## src/rtl/bias_fetcher_pkg.sv

```systemverilog
// Shared constants, layer indices, FSM encoding and SRAM address helper for the
// bias fetch path.
package bias_pkg;

    localparam int BW_PER_PARAM = 10;
    localparam int NUM_LAYERS   = 8;
    localparam int CH_PER_LAYER = 3;
    localparam int SRAM_DEPTH   = NUM_LAYERS * CH_PER_LAYER;
    localparam int LAYER_W      = $clog2(NUM_LAYERS);
    localparam int ADDR_W       = $clog2(SRAM_DEPTH);

    localparam logic [LAYER_W-1:0] L_CONV1   = 3'd0;
    localparam logic [LAYER_W-1:0] L_CONV2   = 3'd1;
    localparam logic [LAYER_W-1:0] L_CONV3_1 = 3'd2;
    localparam logic [LAYER_W-1:0] L_CONV3   = 3'd3;
    localparam logic [LAYER_W-1:0] L_CONV4_1 = 3'd4;
    localparam logic [LAYER_W-1:0] L_CONV4_2 = 3'd5;
    localparam logic [LAYER_W-1:0] L_CONV4   = 3'd6;
    localparam logic [LAYER_W-1:0] L_CONV5   = 3'd7;

    typedef enum logic [1:0] {
        ST_IDLE  = 2'd0,
        ST_READ  = 2'd1,
        ST_DRAIN = 2'd2,
        ST_OUT   = 2'd3
    } state_e;

    // layer*3 as shift-and-add; the largest result (21) fits the 5-bit address
    function automatic logic [ADDR_W-1:0] bias_addr(input logic [LAYER_W-1:0] layer);
        logic [ADDR_W-1:0] l;
        l = ADDR_W'(layer);
        return (l << 1) + l;
    endfunction

endpackage

```

## src/rtl/bias_fetcher_if.sv

```systemverilog
// Sequencer request, bias SRAM read port and conv-engine bias handshake bundled
// together; slave is the fetcher, master is its environment.
interface bias_fetcher_if import bias_pkg::*; ();

    logic                    req_valid;
    logic                    req_ready;
    logic [LAYER_W-1:0]      req_layer;
    logic                    invalidate;

    logic                    sram_csb;
    logic                    sram_wsb;
    logic [ADDR_W-1:0]       sram_raddr;
    logic [BW_PER_PARAM-1:0] sram_rdata;

    logic                    bias_valid;
    logic                    bias_ready;
    logic [BW_PER_PARAM-1:0] bias0;
    logic [BW_PER_PARAM-1:0] bias1;
    logic [BW_PER_PARAM-1:0] bias2;

    modport slave (
        input  req_valid, req_layer, invalidate, sram_rdata, bias_ready,
        output req_ready, sram_csb, sram_wsb, sram_raddr,
               bias_valid, bias0, bias1, bias2
    );

    modport master (
        output req_valid, req_layer, invalidate, sram_rdata, bias_ready,
        input  req_ready, sram_csb, sram_wsb, sram_raddr,
               bias_valid, bias0, bias1, bias2
    );

endinterface

```

## src/rtl/bias_fetcher.sv

```systemverilog
// Per-layer bias fetch: three SRAM reads gathered into one valid/ready beat,
// with a single-entry layer tag cache that skips the SRAM on a repeat request.
module bias_fetcher import bias_pkg::*; (
    input  logic            clk,
    input  logic            rst_n,
    bias_fetcher_if.slave   bus
);

    localparam logic [1:0] S_IDLE  = ST_IDLE;
    localparam logic [1:0] S_READ  = ST_READ;
    localparam logic [1:0] S_DRAIN = ST_DRAIN;
    localparam logic [1:0] S_OUT   = ST_OUT;

    logic [1:0]              state_reg;
    logic [1:0]              issue_cnt_reg;
    logic [ADDR_W-1:0]       base_reg;
    logic [ADDR_W-1:0]       raddr_reg;
    logic                    csb_reg;
    logic                    bias_valid_reg;
    logic [LAYER_W-1:0]      layer_reg;
    logic                    inv_seen_reg;
    logic                    cache_vld_reg;
    logic [LAYER_W-1:0]      cache_layer_reg;

    logic                    hit;
    logic [CH_PER_LAYER-1:0] cap_en;

    // An invalidate in the accept cycle must force a miss even on a tag match
    assign hit = cache_vld_reg && (bus.req_layer == cache_layer_reg) && !bus.invalidate;

    always_ff @(posedge clk or negedge rst_n) begin
        if (!rst_n) begin
            state_reg      <= S_IDLE;
            issue_cnt_reg  <= 2'd0;
            base_reg       <= '0;
            raddr_reg      <= '0;
            csb_reg        <= 1'b1;
            bias_valid_reg <= 1'b0;
            layer_reg      <= '0;
            inv_seen_reg   <= 1'b0;
        end else begin
            case (state_reg)
                S_IDLE: begin
                    if (bus.req_valid) begin
                        if (hit) begin
                            state_reg      <= S_OUT;
                            bias_valid_reg <= 1'b1;
                        end else begin
                            // First address goes out on the accept edge so the
                            // three reads occupy exactly three csb-low cycles.
                            state_reg     <= S_READ;
                            layer_reg     <= bus.req_layer;
                            base_reg      <= bias_addr(bus.req_layer);
                            raddr_reg     <= bias_addr(bus.req_layer);
                            csb_reg       <= 1'b0;
                            issue_cnt_reg <= 2'd1;
                            inv_seen_reg  <= bus.invalidate;
                        end
                    end
                end
                S_READ: begin
                    if (bus.invalidate) begin
                        inv_seen_reg <= 1'b1;
                    end
                    if (issue_cnt_reg == 2'(CH_PER_LAYER)) begin
                        csb_reg   <= 1'b1;
                        state_reg <= S_DRAIN;
                    end else begin
                        raddr_reg     <= base_reg + ADDR_W'(issue_cnt_reg);
                        issue_cnt_reg <= issue_cnt_reg + 2'd1;
                    end
                end
                S_DRAIN: begin
                    state_reg      <= S_OUT;
                    bias_valid_reg <= 1'b1;
                end
                S_OUT: begin
                    if (bus.bias_ready) begin
                        state_reg      <= S_IDLE;
                        bias_valid_reg <= 1'b0;
                    end
                end
                default: begin
                    state_reg <= S_IDLE;
                end
            endcase
        end
    end

    // Tag is only trusted if no invalidate arrived anywhere between accept and drain
    always_ff @(posedge clk or negedge rst_n) begin
        if (!rst_n) begin
            cache_vld_reg   <= 1'b0;
            cache_layer_reg <= '0;
        end else if (bus.invalidate) begin
            cache_vld_reg <= 1'b0;
            if (state_reg == S_DRAIN) begin
                cache_layer_reg <= layer_reg;
            end
        end else if (state_reg == S_DRAIN) begin
            cache_layer_reg <= layer_reg;
            cache_vld_reg   <= !inv_seen_reg;
        end
    end

    // Read data lags its address by one cycle: word k lands when issue_cnt is k+2,
    // and the last word lands in DRAIN.
    for (genvar gi = 0; gi < CH_PER_LAYER; gi++) begin : g_bias
        logic [BW_PER_PARAM-1:0] word_reg;

        if (gi == CH_PER_LAYER - 1) begin : g_last
            assign cap_en[gi] = (state_reg == S_DRAIN);
        end else begin : g_mid
            assign cap_en[gi] = (state_reg == S_READ) && (issue_cnt_reg == 2'(gi + 2));
        end

        always_ff @(posedge clk or negedge rst_n) begin
            if (!rst_n) begin
                word_reg <= '0;
            end else if (cap_en[gi]) begin
                word_reg <= bus.sram_rdata;
            end
        end
    end

    assign bus.req_ready  = (state_reg == S_IDLE);
    assign bus.sram_csb   = csb_reg;
    assign bus.sram_wsb   = 1'b1;
    assign bus.sram_raddr = raddr_reg;
    assign bus.bias_valid = bias_valid_reg;
    assign bus.bias0      = g_bias[0].word_reg;
    assign bus.bias1      = g_bias[1].word_reg;
    assign bus.bias2      = g_bias[2].word_reg;

endmodule

```

## src/flat_wrapper.sv

```systemverilog
// flat-port wrapper written by rule: the top's interface ports become plain ports
module bias_fetcher_flat import bias_pkg::*;
  (clk, rst_n, bus_req_valid, bus_req_layer, bus_invalidate, bus_sram_rdata, bus_bias_ready, bus_req_ready, bus_sram_csb, bus_sram_wsb, bus_sram_raddr, bus_bias_valid, bus_bias0, bus_bias1, bus_bias2);
  bias_fetcher_if bus_i ();
  input  logic clk;
  input  logic rst_n;
  input wire logic [$bits(bus_i.req_valid)-1:0] bus_req_valid;
  input wire logic [$bits(bus_i.req_layer)-1:0] bus_req_layer;
  input wire logic [$bits(bus_i.invalidate)-1:0] bus_invalidate;
  input wire logic [$bits(bus_i.sram_rdata)-1:0] bus_sram_rdata;
  input wire logic [$bits(bus_i.bias_ready)-1:0] bus_bias_ready;
  output wire logic [$bits(bus_i.req_ready)-1:0] bus_req_ready;
  output wire logic [$bits(bus_i.sram_csb)-1:0] bus_sram_csb;
  output wire logic [$bits(bus_i.sram_wsb)-1:0] bus_sram_wsb;
  output wire logic [$bits(bus_i.sram_raddr)-1:0] bus_sram_raddr;
  output wire logic [$bits(bus_i.bias_valid)-1:0] bus_bias_valid;
  output wire logic [$bits(bus_i.bias0)-1:0] bus_bias0;
  output wire logic [$bits(bus_i.bias1)-1:0] bus_bias1;
  output wire logic [$bits(bus_i.bias2)-1:0] bus_bias2;
  assign bus_i.req_valid = bus_req_valid;
  assign bus_i.req_layer = bus_req_layer;
  assign bus_i.invalidate = bus_invalidate;
  assign bus_i.sram_rdata = bus_sram_rdata;
  assign bus_i.bias_ready = bus_bias_ready;
  assign bus_req_ready = bus_i.req_ready;
  assign bus_sram_csb = bus_i.sram_csb;
  assign bus_sram_wsb = bus_i.sram_wsb;
  assign bus_sram_raddr = bus_i.sram_raddr;
  assign bus_bias_valid = bus_i.bias_valid;
  assign bus_bias0 = bus_i.bias0;
  assign bus_bias1 = bus_i.bias1;
  assign bus_bias2 = bus_i.bias2;
  bias_fetcher u_core (.clk(clk), .rst_n(rst_n), .bus(bus_i));
endmodule
```

## config.mk

```make
export PLATFORM = sky130hd
export DESIGN_NAME = bias_fetcher_flat
export DESIGN_NICKNAME = d
export VERILOG_FILES = /design/src/rtl/bias_fetcher_pkg.sv /design/src/rtl/bias_fetcher_if.sv /design/src/rtl/bias_fetcher.sv /design/src/flat_wrapper.sv
export SDC_FILE = /design/constraint.sdc
export NUM_CORES = 1
export LEC_CHECK = 0
export CORE_MARGIN = 3
export CORE_UTILIZATION = 50
export DETAILED_ROUTE_END_ITERATION = 10
export GPL_ROUTABILITY_DRIVEN = 0
export PLACE_DENSITY = 0.91
export REMOVE_ABC_BUFFERS = 1
export SYNTH_ARGS = -nofsm -noshare
export SYNTH_HDL_FRONTEND = slang
export SYNTH_SLANG_ARGS = --single-unit
```

## constraint.sdc

```tcl
create_clock -name clk -period 2.3 [get_ports clk]
set_input_delay 0.23 -clock clk [delete_from_list [all_inputs] [get_ports clk]]
set_output_delay 0.23 -clock clk [all_outputs]
set_load 0.01 [all_outputs]
```

==> summary.md <==
| Metric | Value |
|---|---|
| Status | `finished, final reports clean` |
| Post-DR vias/cell | `around 5.1` |
| Reg2reg end | `u_core.bus.bias0[9]$_DFFE_PN0P_` |
| Commonest non-fill, non-tap cells in the layout | `clkdlybuf4s50_1 (54), dfrtp_1 (52), mux2_2 (41), inv_1 (11), ha_1 (11)` |
| DRC | `0` |
| Final setup violation count | `0` |
| Fin crit share | `0.892` |
| Clk Latency, worst-skew pair | `between 0.3 and 0.4 ns` |
| WL met3 | `between 400 and 500 um` |
| Clk buf depth | `2` |
| TNS Setup | `0 ns` |
| Max Used Layer | `met4` |
| Final Net Count | `281` |
| Synth top area share | `0.512` |
| Grt total ovfl | `0` |
| Slew Viols, Final | `0` |
| Port Buffer Count | `55` |
| Number of diodes | `0` |
| Final Worst Setup Slack | `approximately 0.25 ns` |
| Synthesized area per cell | `roughly 14 sq um` |
| I/O pins | `57` |
| Non-Filler Instances | `between 300 and 400` |
| Post-Syn Instances | `roughly 190` |
| Register area share after synthesis | `0.522` |
| Clock-pin slew of the registers on the worst-case setup and hold paths | `approximately 0.10 ns` |
| Switching pwr | `1610 uW` |
| Initial antenna violation count | `0` |
| Met2 wire len | `2400 um` |
| R2r setup slk | `about 0.25 ns` |
| Final hold violation count | `0` |
| Tmin final | `between 2 and 2.5 ns` |
| Clk root buf | `clkbuf_8` |
| Pin count of the biggest net entering global routing | `29` |
| Netlist cell types | `43` |
| Critical path class | `flop to flop` |
| Iter 0 DRT Violations | `84` |
| Post-route ant nets | `0` |
| Row cnt | `25` |
| Ranking of synthesized cells by area | `dfrtp_1 (51%), mux2_2 (18%), ha_1 (5.4%), mux2_4 (3.0%), inv_1 (1.6%)` |
| Share of layout cells above drive strength 1 | `0.275` |
| Wire per inst | `between 15 and 20 um` |
| Pwr dens | `around 1500 nW/um^2` |
| Post-cts gate resize count | `0` |
| Gr usage total | `0.184` |
| CP Capture Type | `flop` |
| H-tree Lvls | `2` |
| Logic pwr share | `0.511` |
| Pre-Repair DR Iteration Count | `4` |
| Post-synthesis compound-gate area fraction | `0.0684` |
| Inst Count DP | `around 310` |
| Adder-Cell Fraction of Synth Area | `0.0698` |
| Worst rel slew slack | `0.563` |
| Largest area contributor in the netlist | `dfrtp_1` |
| Max frequency | `487 MHz` |
| Hold WS | `approximately 0.47 ns` |
| R2r startpoint | `u_core.state_reg[1]$_DFFE_PN0P_` |
| First-pass GRT wire length | `just under 9000 um` |
| Flops & latches, synth | `between 50 and 60` |
| Cts bufs inserted | `5` |
| Die Y-Extent | `about 77 um` |
| Launching element type of the critical path | `flop` |
| Pre-CTS WS | `about 0.17 ns` |
| # clock sinks | `53` |
| Switching share of total power | `0.333` |
| Crit Path Max Fanout | `15` |
| RSZ-0062 raised after global routing | `false` |
| Worst slew pin tran | `0.656 ns` |
| Skew final | `0.00566 ns` |
| Setup crit end | `u_core.bus.bias0[9]$_DFFE_PN0P_` |
| Peak VDD IR | `0.000837 V` |
| Worst Path Required | `around 2.5 ns` |
| CTS tree | `yes` |
| Critical path arrival | `2.25 ns` |
| Core Area | `slightly below 5000 sq um` |
| Clock network fraction of total power | `0.137` |
| Largest family of logic cells by synthesized area | `multiplexers` |
| Leading cell type in the layout, fill and taps excluded | `clkdlybuf4s50_1` |
| Post-synthesis simple-gate area fraction | `0.0580` |
| Total Power | `4840 uW` |
| Die width | `77.3 um` |
| Wirelength, routed | `5020 um` |
| Vias in the first global route | `around 1.8k` |
| Cells on worst reg2reg path | `4` |
| Post-Synth XOR/XNOR Area | `0.0207` |
| Mux contribution to synthesized area | `0.223` |
| Synthesized area | `about 2500 sq um` |
| Yosys warning count | `0` |
| Leakage power | `about 0.0015 uW` |
| Crit path from | `u_core.state_reg[1]$_DFFE_PN0P_` |
| Flop pwr share | `0.352` |
| DR vias | `1619` |
| Area Growth Syn to Fin | `30.7%` |
| Post-detail-place hpwl | `3770 um` |
| Initial core utilization | `0.528` |
| Max Cap Viol | `0` |
| Internal power | `around 3200 uW` |
| Worst hold path class | `input port to asynchronous set/reset pin` |
| Die ar. | `5980 sq um` |
| Met1 Wirelength | `about 2100 um` |
-- worst min-delay path by stage --
stage                      from                              end  slack [ns]  cells past startpoint
final                     rst_n  u_core.bus.bias1[9]$_DFFE_PN0P_        0.47                      2
after global placement    rst_n  u_core.bus.bias1[4]$_DFFE_PN0P_        0.29                      1
after global routing      rst_n  u_core.bus.bias0[2]$_DFFE_PN0P_        0.51                      2
after CTS                 rst_n  u_core.bus.bias2[0]$_DFFE_PN0P_        0.49                      2
after detailed placement  rst_n  u_core.bus.bias1[9]$_DFFE_PN0P_        0.29                      1
after floorplan           rst_n   u_core.base_reg[1]$_DFFE_PN0P_       -0.07                      0
-- layer usage --
layer	track usage	vias up
li1	-	780
met3	0.0810	6
met1	0.219	787
met2	0.309	46
met5	0	-
met4	0.0391	0
-- metrics by stage --
stage	instance area (sq um)	util
3_5_place_dp	3190	0.663
4_1_cts	3320	0.690
3_3_place_gp	3190	0.663
6_report	3320	0.690
2_1_floorplan	2490	-
5_1_grt	3320	0.690
-- critical path, stage by stage (launching register included) --
cell and delay [ns]:
dfrtp_1 0.43, inv_1 0.09, ha_1 0.53, nand2_1 0.48
mux2_2 0.41
-- what timing repair did --
item,CTS,global route
hold endpoints to repair,27,0
buffers inserted,0,0
hold buffers,1,0
-- Yosys cell counts --
| library cell | n |
|---|---|
| and2_1 | 1 |
| o21ai_0 | 6 |
| fa_1 | 2 |
| buf_6 | 2 |
| and3b_1 | 1 |
| and4bb_2 | 1 |
| nor2_1 | 7 |
| nor2b_1 | 2 |
| nor2b_2 | 1 |
| a21boi_0 | 1 |
| mux2_2 | 41 |
| nor3_1 | 1 |
| xnor2_1 | 4 |
| a41oi_2 | 1 |
| nor4bb_1 | 1 |
| dlygate4sd1_1 | 1 |
| inv_1 | 11 |
| buf_2 | 1 |
| ha_1 | 11 |
| nand2_1 | 2 |
| and2b_1 | 1 |
| a211oi_1 | 2 |
| clkbuf_1 | 1 |
| a211o_1 | 1 |
| and4_1 | 1 |
| a21oi_1 | 6 |
| mux2i_1 | 2 |
| buf_1 | 1 |
| o211ai_4 | 1 |
| nand3b_4 | 1 |
| a41oi_1 | 1 |
| xor2_1 | 2 |
| nand3b_1 | 1 |
| mux2_4 | 5 |
| a31oi_1 | 3 |
| dfstp_2 | 1 |
| a21o_1 | 1 |
| a221o_1 | 1 |
| or3_1 | 1 |
| mux2_1 | 1 |
| dfrtp_1 | 52 |
| conb_1 | 1 |
| buf_4 | 1 |
-- power by group through the flow --
| stage | Clock, uW | Sequential [uW] | Combinational, uW |
|---|---|---|---|
| after floorplan | 0 | 1840 | 1250 |
| after global placement | 0 | 1690 | 2430 |
| after detailed placement | 0 | 1720 | 2490 |
| after CTS | 671 | 1710 | 2510 |
| final | 664 | 1700 | 2480 |
| after global routing | 709 | 1770 | 2700 |
-- kinds of logic (layout without fill, tap and decap cells) --
family,Yosys count,after routing
DFF,53,53
muxes,49,49
AOI/OAI and AO/OA,24,24
and+or+nand+nor,22,22
buffers and inverters,18,83
adders and majority gates,13,13
xor gates and xnor gates,6,6
other,1,1
-- cell type report --
class | instances | area, sq um
Sequential cell | 53 | 1330
Clock buffer | 6 | 82.6
Timing Repair Buffer | 64 | 628
Inverter | 11 | 41.3
Multi-Input combinational cell | 115 | 1120
Tap cell | 67 | 83.8
Clock inverter | 2 | 37.5
Fill cell | 352 | 1490
Power figures use the tool's default switching activity.
